**src/rtl/ysyx_l1i_pkg.sv**
```systemverilog
// Shared types, geometry and address-split helpers for the ysyx L1 instruction cache.
package ysyx_l1i_pkg;

  localparam int unsigned XLEN         = 32;
  localparam int unsigned L1I_LEN      = 4;
  localparam int unsigned L1I_LINE_LEN = 2;

  localparam int unsigned TAG_W = XLEN - L1I_LEN - L1I_LINE_LEN - 2;
  localparam int unsigned LINES = 1 << L1I_LEN;
  localparam int unsigned WORDS = 1 << L1I_LINE_LEN;

  typedef enum logic [1:0] {
    StIdle,
    StReq,
    StFill
  } l1i_state_e;

  function automatic logic [TAG_W-1:0] get_tag(input logic [XLEN-1:0] addr);
    return addr[XLEN-1 -: TAG_W];
  endfunction

  function automatic logic [L1I_LEN-1:0] get_index(input logic [XLEN-1:0] addr);
    return addr[L1I_LEN+L1I_LINE_LEN+1 : L1I_LINE_LEN+2];
  endfunction

  function automatic logic [L1I_LINE_LEN-1:0] get_offset(input logic [XLEN-1:0] addr);
    return addr[L1I_LINE_LEN+1 : 2];
  endfunction

endpackage

```
**src/rtl/ysyx_l1i_cache.sv**
```systemverilog
// Direct-mapped read-only L1 I-cache: same-cycle hits, burst line fill on miss, fence.i flush.
// Define YSYX_L1I_CWF_EN to forward the critical word to the IFU during the fill.
module ysyx_l1i_cache
  import ysyx_l1i_pkg::*;
(
  input  logic            clock,
  input  logic            reset,
  input  logic [XLEN-1:0] ifu_pc,
  input  logic            ifu_invalid,
  output logic [31:0]     ifu_inst,
  output logic            ifu_valid,
  output logic            bus_arvalid,
  output logic [XLEN-1:0] bus_araddr,
  input  logic            bus_rready,
  input  logic [XLEN-1:0] bus_rdata,
  input  logic            bus_rvalid,
  input  logic            bus_rlast
);

  l1i_state_e              r_state, w_state_next;
  logic [LINES-1:0]        r_valid, w_valid_next;
  logic [TAG_W-1:0]        r_tag  [LINES];
  logic [31:0]             r_data [LINES][WORDS];
  logic [XLEN-1:0]         r_miss_addr, w_miss_addr_next;
  logic [L1I_LINE_LEN-1:0] r_cnt, w_cnt_next;
  logic                    r_flush_pending, w_flush_pending_next;

  logic [TAG_W-1:0]        w_tag;
  logic [L1I_LEN-1:0]      w_index, w_fill_index;
  logic [L1I_LINE_LEN-1:0] w_offset;
  logic                    w_hit, w_miss, w_flush, w_beat, w_line_ok;
  logic                    w_unused_pc;

  assign w_tag        = get_tag(ifu_pc);
  assign w_index      = get_index(ifu_pc);
  assign w_offset     = get_offset(ifu_pc);
  assign w_fill_index = get_index(r_miss_addr);
  assign w_unused_pc  = ^ifu_pc[1:0];

  assign w_hit     = r_valid[w_index] && (r_tag[w_index] == w_tag);
  assign w_miss    = (r_state == StIdle) && !ifu_invalid && !w_hit;
  assign w_flush   = r_flush_pending || ifu_invalid;
  assign w_beat    = (r_state == StFill) && bus_rvalid;
  // Only a full-length burst with no flush in flight may validate the line.
  assign w_line_ok = (r_cnt == L1I_LINE_LEN'(WORDS - 1)) && !w_flush;

  always_comb begin
    w_state_next         = r_state;
    w_valid_next         = r_valid;
    w_miss_addr_next     = r_miss_addr;
    w_cnt_next           = r_cnt;
    w_flush_pending_next = r_flush_pending;
    bus_arvalid          = 1'b0;
    unique case (r_state)
      StIdle: begin
        if (ifu_invalid) begin
          w_valid_next = '0;
        end else if (!w_hit) begin
          w_miss_addr_next      = {w_tag, w_index, {(L1I_LINE_LEN + 2){1'b0}}};
          w_valid_next[w_index] = 1'b0;
          w_state_next          = StReq;
        end
      end
      StReq: begin
        bus_arvalid = 1'b1;
        if (ifu_invalid) w_flush_pending_next = 1'b1;
        if (bus_rready) begin
          w_state_next = StFill;
          w_cnt_next   = '0;
        end
      end
      StFill: begin
        if (ifu_invalid) w_flush_pending_next = 1'b1;
        if (bus_rvalid) begin
          w_cnt_next = r_cnt + 1'b1;
          if (bus_rlast) begin
            w_state_next = StIdle;
            if (w_flush) begin
              w_valid_next         = '0;
              w_flush_pending_next = 1'b0;
            end else if (w_line_ok) begin
              w_valid_next[w_fill_index] = 1'b1;
            end
          end
        end
      end
      default: w_state_next = StIdle;
    endcase
  end

  assign bus_araddr = (r_state == StReq) ? r_miss_addr : '0;

  always_ff @(posedge clock or posedge reset) begin
    if (reset) begin
      r_state         <= StIdle;
      r_valid         <= '0;
      r_miss_addr     <= '0;
      r_cnt           <= '0;
      r_flush_pending <= 1'b0;
    end else begin
      r_state         <= w_state_next;
      r_valid         <= w_valid_next;
      r_miss_addr     <= w_miss_addr_next;
      r_cnt           <= w_cnt_next;
      r_flush_pending <= w_flush_pending_next;
    end
  end

  // Tag and data arrays carry no reset; the valid bits gate every read.
  always_ff @(posedge clock) begin
    if (w_beat) r_data[w_fill_index][r_cnt] <= bus_rdata[31:0];
    if (w_beat && bus_rlast && w_line_ok) r_tag[w_fill_index] <= get_tag(r_miss_addr);
  end

`ifdef YSYX_L1I_CWF_EN
  logic [XLEN-3:0] r_miss_word;
  logic            w_cwf;

  always_ff @(posedge clock) begin
    if (w_miss) r_miss_word <= ifu_pc[XLEN-1:2];
  end

  assign w_cwf = w_beat && !w_flush && (r_cnt == r_miss_word[L1I_LINE_LEN-1:0]) &&
                 (ifu_pc[XLEN-1:2] == r_miss_word);

  always_comb begin
    ifu_valid = ((r_state == StIdle) && w_hit && !ifu_invalid) || w_cwf;
    ifu_inst  = '0;
    if (w_cwf) begin
      ifu_inst = bus_rdata[31:0];
    end else if (ifu_valid) begin
      ifu_inst = r_data[w_index][w_offset];
    end
  end
`else
  logic w_unused_miss;
  assign w_unused_miss = w_miss;

  always_comb begin
    ifu_valid = (r_state == StIdle) && w_hit && !ifu_invalid;
    ifu_inst  = ifu_valid ? r_data[w_index][w_offset] : '0;
  end
`endif

endmodule

```
**config.mk**
```make
export PLATFORM = sky130hd
export DESIGN_NAME = ysyx_l1i_cache
export DESIGN_NICKNAME = d
export VERILOG_FILES = /design/src/rtl/ysyx_l1i_pkg.sv /design/src/rtl/ysyx_l1i_cache.sv
export SDC_FILE = /design/constraint.sdc
export NUM_CORES = 2
export LEC_CHECK = 0
export BUFFER_PORTS_ARGS = -buffer_cell sky130_fd_sc_hd__buf_2
export CAP_MARGIN = 5
export CORE_UTILIZATION = 39
export DETAILED_ROUTE_END_ITERATION = 10
export PLACE_DENSITY = 0.61
export SYNTH_ARGS = -nofsm -noshare
export SYNTH_HDL_FRONTEND = slang
export SYNTH_SLANG_ARGS = --single-unit
```
**constraint.sdc**
```tcl
create_clock -name clock -period 5.3 [get_ports clock]
set_input_delay 0.53 -clock clock [delete_from_list [all_inputs] [get_ports clock]]
set_output_delay 0.53 -clock clock [all_outputs]
set_load 0.03 [all_outputs]
```
Word-level counts from Yosys, hierarchy flattened:

Memories as Yosys holds them, arrays and structs flattened.
Index checks and enable logic that the tools add are counted.

* flip-flop bits (word level): 49
* memory bits (writable): 2432
* input port bits: 70
* output and inout bits: 66
* logic and storage cells: 92
* memories kept: 2

* add/subtract/negate cells: 1
* $lt $le $gt $ge: 7
* equal/unequal tests: 11
* mux-type cells: 39
* bitwise operators: 7
* reduce and logical (&&, ||, !) cells: 20

Memories
* r_data: words 16, width 128, read ports 1, clocked after memory_dff 0, wr ports 1, RTL line ysyx_l1i_cache.sv:23 `logic [31:0] r_data [LINES][WORDS];`
* r_tag: words 16, width 24, read ports 1, clocked after memory_dff 0, wr ports 1, RTL line ysyx_l1i_cache.sv:22 `logic [TAG_W-1:0] r_tag [LINES];`

Operator list (number)
* 2-to-1 mux 32 bit: 5
* 2-to-1 mux 128 bit: 1
* 2-to-1 mux 16 bit: 6
* binary-select mux 32 bit (select 2 bit): 1
* demux 32 bit (select 2 bit): 1
* case mux 16 bit (2 select lines): 1
* equality test 24 bit: 1
* AND 16 bit: 1
* inverter 16 bit: 1
* OR 16 bit: 1
* 2-to-1 mux 2 bit: 7
* 2-to-1 mux 1 bit: 11
* logical AND 1 bit: 10
* < comparator 4 x 5 -> 1 bit, second input constant: 2
* != test 2 bit, second input constant: 5
* AND reduction 5 bit: 2
* demux 1 bit (select 4 bit): 2
* greater-or-equal comparator 4 x 1 -> 1 bit, second input constant: 2
* greater-or-equal comparator 3 bit, second input constant: 2
* != test 3 bit, second input constant: 2
* inverter 2 -> 3 bit: 2
* case mux 2 bit (3 select lines): 1
* AND reduction 3 bit: 2
* binary-select mux 1 bit (select 4 bit): 1
* 11 further kinds: 15

Logic depth before layout (Yosys ltp):

* word-level depth: 10
* gate-level depth with buffers: 16
* gate-level depth less buffers: 9

Worst setup path after synthesis:

Ideal clock, no wire load.

* kind: input-to-output
* start: in ifu_pc[5]
* end: out ifu_inst[0]
* arrival: 3692 ps
* data required time: 4770 ps
* slack: 1078 ps
* stages: 11
* path buffers: 7
* path through: buf_6 buf_6 buf_2 buf_2 buf_2 clkbuf_1 clkbuf_1 mux4_2 mux4_2 mux4_2 nor2b_1

* longest elaborated chain between the ends: 6
* elaborated cells between the ends (all ways): 12
* classes of those cells: 1 x eq/ne; 6 x mux; 3 x reduce/logical; 2 x memory

Ends and longest elaborated chain
* start, declared: RTL line ysyx_l1i_cache.sv:8 `input logic [XLEN-1:0] ifu_pc,`
* memory read (16 x 24 bit) or binary-select mux 1 bit (select 4 bit) (tied branches)
* equality test 24 bit or 2-to-1 mux 1 bit (tied branches): RTL line ysyx_l1i_cache.sv:40 `assign w_hit = r_valid[w_index] && (r_tag[w_index] == w_tag);`
* logical AND 1 bit: RTL line ysyx_l1i_cache.sv:40
* logical AND 1 bit (2 in a row): RTL line ysyx_l1i_cache.sv:140 `ifu_valid = (r_state == StIdle) && w_hit && !ifu_invalid;`
* 2-to-1 mux 32 bit *: RTL line ysyx_l1i_cache.sv:141 `ifu_inst = ifu_valid ? r_data[w_index][w_offset] : '0;`
* end, declared: RTL line ysyx_l1i_cache.sv:10 `output logic [31:0] ifu_inst,`

Mark *: on every way between the ends. The rest lies on a longest branch, timed or not. The select of a mux whose other input is x is not followed.

Final worst setup path:

* start: in ifu_pc[5]
* end: out ifu_valid

* longest elaborated chain between the ends: 5
* elaborated cells between the ends (all ways): 7
* classes of those cells: 1 x eq/ne; 2 x mux; 3 x reduce/logical; 1 x memory

Ends and longest elaborated chain
* memory read (16 x 24 bit) or binary-select mux 1 bit (select 4 bit) (tied branches)
* equality test 24 bit or 2-to-1 mux 1 bit (tied branches): RTL line ysyx_l1i_cache.sv:40
* logical AND 1 bit *: RTL line ysyx_l1i_cache.sv:40
* logical AND 1 bit * (2 in a row): RTL line ysyx_l1i_cache.sv:140
* end, declared: RTL line ysyx_l1i_cache.sv:11 `output logic ifu_valid,`

Marked as above.

==> impl_metrics.env <==
export IMPL_status="complete, no violations"
export IMPL_antenna_found_initial=46
export IMPL_hp_class="input pin to flop"
export IMPL_maxCapViolCount=0
export IMPL_ys_warn_count=0
export IMPL_irDropWorstVdd_uv=346
export IMPL_yosys_area_top_type="edfxtp_1"
export IMPL_route_detailed_drc=0
export IMPL_dieArea_um2=248000
export IMPL_place_congestion=0.806
export IMPL_clock_skew_ns=0.0899
export IMPL_worstHoldEndpoint="r_cnt[0]"
export IMPL_final_area_um2=110000
export IMPL_r2r_end="r_valid[3]"
export IMPL_slew_headroom_pct=18.1
export IMPL_hold_viol=0
export IMPL_port_buffers=129
export IMPL_seq_area_um2=74300
export IMPL_worstHoldStart="bus_rvalid"
export IMPL_ys_top_cells_by_area="edfxtp_1 (76%), mux4_2 (18%), dfrtp_1 (1.3%)"
export IMPL_tns_ns=0
export IMPL_start_kind="input pin"
export IMPL_area_growth_syn_to_layout_pct=14.4
export IMPL_ctsLongestPathBuffers=3
export IMPL_crit_path_end_kind="output port"
export IMPL_slew_violations=0
export IMPL_final_antenna_net_count=0
export IMPL_grt_pass1_vias=44700
export IMPL_track_usage_pct=19.0
export IMPL_dr_pass1_iters=5
export IMPL_crit_family="buffers and inverters"
export IMPL_row_count=181
export IMPL_clkLatencyLatePin_ns=0.90
export IMPL_leakage_nw=34.1
export IMPL_holdPathStages=4
export IMPL_htreeDepth=4
export IMPL_multiInputGateArea_um2=21200
export IMPL_cp_max_fo=52
export IMPL_drive_above_1_share_pct=33.0
export IMPL_synth_common_cells="edfxtp_1 (2432), mux4_2 (750), clkbuf_1 (118), nor2_1 (96), mux2i_1 (67)"
export IMPL_r2r_setup_slack_ns=1.22
export IMPL_dieHeight_um=498
export IMPL_r2r_start="r_tag[11][13]"
export IMPL_fillerInstances=19900
export IMPL_synth_area_um2=95900
export IMPL_layout_min_cycle_time_ns=4.80
export IMPL_grt_overflow=0
export IMPL_nNetsFinal=4408
export IMPL_fin_hold_ws_ns=0.186
export IMPL_rsz0062_at_grt="no"
export IMPL_synthDistinctLibCells=68
export IMPL_root_buffer="clkbuf_16"
export IMPL_r2r_cells=12
export IMPL_cts_sinks=2481
export IMPL_required_ns=4.77
export IMPL_place_area_um2=102000
export IMPL_vias_per_cell=5.68
export IMPL_wl_per_cell_um=30.5
export IMPL_cts_tree="yes"
export IMPL_core_um2=244000
export IMPL_drt_wl_total_um=237000
export IMPL_cp_cell_sequence="buf_8 -> buf_4 -> mux4_2 -> mux2i_1 -> xor2_1 -> nand4_1 -> a22oi_1 -> and4_1 -> nand4_1 -> buf_4 -> buf_4 -> inv_2 -> buf_2"
export IMPL_drt_iter0_drc=5267
export IMPL_ys_ff_latch=2481
export IMPL_max_freq_ghz=0.208
export IMPL_fin_util_pct=45.0
export IMPL_start_util_pct=39.3
export IMPL_worst_pin_slew_ns=1.23
export IMPL_cts_buffers=233
export IMPL_clkSlewWorstSetupHoldPaths_ns=0.06
export IMPL_hpwl_um=134000
export IMPL_syn_inst=3987
export IMPL_synth_area_per_cell_um2=24.1
export IMPL_synth_edf_count=2432
export IMPL_synthFlopType="edfxtp_1"
export IMPL_path_class="input pin to output port"
export IMPL_slowest_delay_ns=0.53
export IMPL_timing_final_crit_share_pct=90.6
export IMPL_critPathBufInv=6
export IMPL_dieWidth_um=498
export IMPL_cpMostUsedCell="buf_4"
export IMPL_crit_slowest_cell="mux4_2"
export IMPL_synthArstFlopShare_pct=1.98
export IMPL_post_synth_top_count_cell="edfxtp_1"
export IMPL_synth_top_area_share_pct=76.2
export IMPL_grt_max_degree=111
export IMPL_cp_arrival_ns=4.27
export IMPL_grt_first_pass_wirelength_um=335000
export IMPL_vias=44100
export IMPL_power_density_nw_per_um2=387
export IMPL_yosysSeqAreaShare_pct=77.4
export IMPL_setup_viol=0
export IMPL_ios=136
==> layer usage <==
layer	up-vias	global-route usage, %	routed length, µm
li1	17900	-	-
met1	24200	26.3	96200
met2	1677	31.0	118000
met3	325	2.71	16400
met4	2	6.09	6360
met5	-	0	13
==> state kept, by name, indices dropped and copies added, names as in the netlist <==
register / cells
r_cnt: 2
r_data: 2048
r_flush_pending: 1
r_miss_addr: 28
r_state: 2
r_tag: 384
r_valid: 16
==> area by class of cell <==
cell class / count / area share, %
flip-flops and latches: 2481 / 67.7
inverters: 16 / 0.0616
multi-input cells: 1277 / 19.3
clock inverters: 144 / 1.38
clock buffers: 301 / 5.64
diodes: 27 / 0.0616
well taps: 3202 / 3.65
repair buffers: 321 / 2.18
==> kinds of logic after synthesis <==
logic type / Yosys count / share of synthesized area [%]
flip-flops: 2481 / 77.4
multiplexers: 856 / 18.8
AND/OR/NAND/NOR: 270 / 1.44
buffers and inverters: 232 / 1.14
AO/OA/AOI/OAI: 116 / 0.825
XOR/XNOR: 23 / 0.210
adder cells (fa/ha/maj): 8 / 0.104
other: 1 / 0.00391
==> through the flow <==
step           power, mW  std cells  worst slack [ns]
6_report            42.5       7769             0.497
5_1_grt             43.7       7766             0.266
4_1_cts             42.8       7742             0.462
3_5_place_dp        26.3       7270             0.465
3_3_place_gp        26.2       7270             0.461
2_1_floorplan       24.8       3990              1.08
==> cells in the final DEF (no fill, tap or decap), types with 10 or more instances in the layout <==
cell	instances
nand2_1	31
nor2_1	16
clkbuf_16	234
buf_12	16
xor2_1	14
mux4_2	750
and2_1	30
clkinv_2	48
edfxtp_1	2432
dlygate4sd3_1	27
dfrtp_1	49
buf_2	125
a22oi_1	17
a21oi_1	18
clkinv_1	51
mux2_1	14
nor3b_1	11
nor2_4	80
bufinv_16	22
inv_1	12
nand3_1	19
clkbuf_1	59
mux2_4	20
buf_4	150
diode_2	27
a2bb2oi_1	10
nor2b_1	44
o21ai_0	23
mux2i_1	67
==> report_power, final <==
group          leakage, nW  internal (mW)  switching, mW  total, mW
registers             22.5           22.2          0.517       22.8
clock network         3.76           9.36           7.29       16.6
logic                 7.91           1.13           1.97       3.10
==> worst max path at each step <==
| stage | startpoint | to | slack (ns) | cells after the start |
|---|---|---|---|---|
| floorplan | ifu_pc[5] | ifu_inst[0] | 1.08 | 11 |
| global placement | ifu_pc[5] | ifu_inst[10] | 0.46 | 9 |
| detailed placement | ifu_pc[5] | ifu_inst[10] | 0.46 | 9 |
| CTS | ifu_pc[5] | ifu_inst[10] | 0.46 | 9 |
| global route | ifu_pc[5] | ifu_inst[21] | 0.27 | 13 |
| finish | ifu_pc[5] | ifu_valid | 0.50 | 13 |
==> tightest hold or removal path, delay by kind of cell <==
kind | cells | cell delay (ns)
buffers and inverters | 1 | 0.18
and+or+nand+nor | 2 | 0.18
AOI/OAI and AO/OA | 1 | 0.09
==> repair_timing <==
| action | CTS | global route |
|---|---|---|
| setup endpoints to repair | 0 | 0 |
| resized for setup | 0 | 0 |
| endpoints found under the hold margin | 74 | 0 |
| setup buffers | 0 | 0 |
| hold buffers | 27 | 0 |
Power figures use the tool's default switching activity.
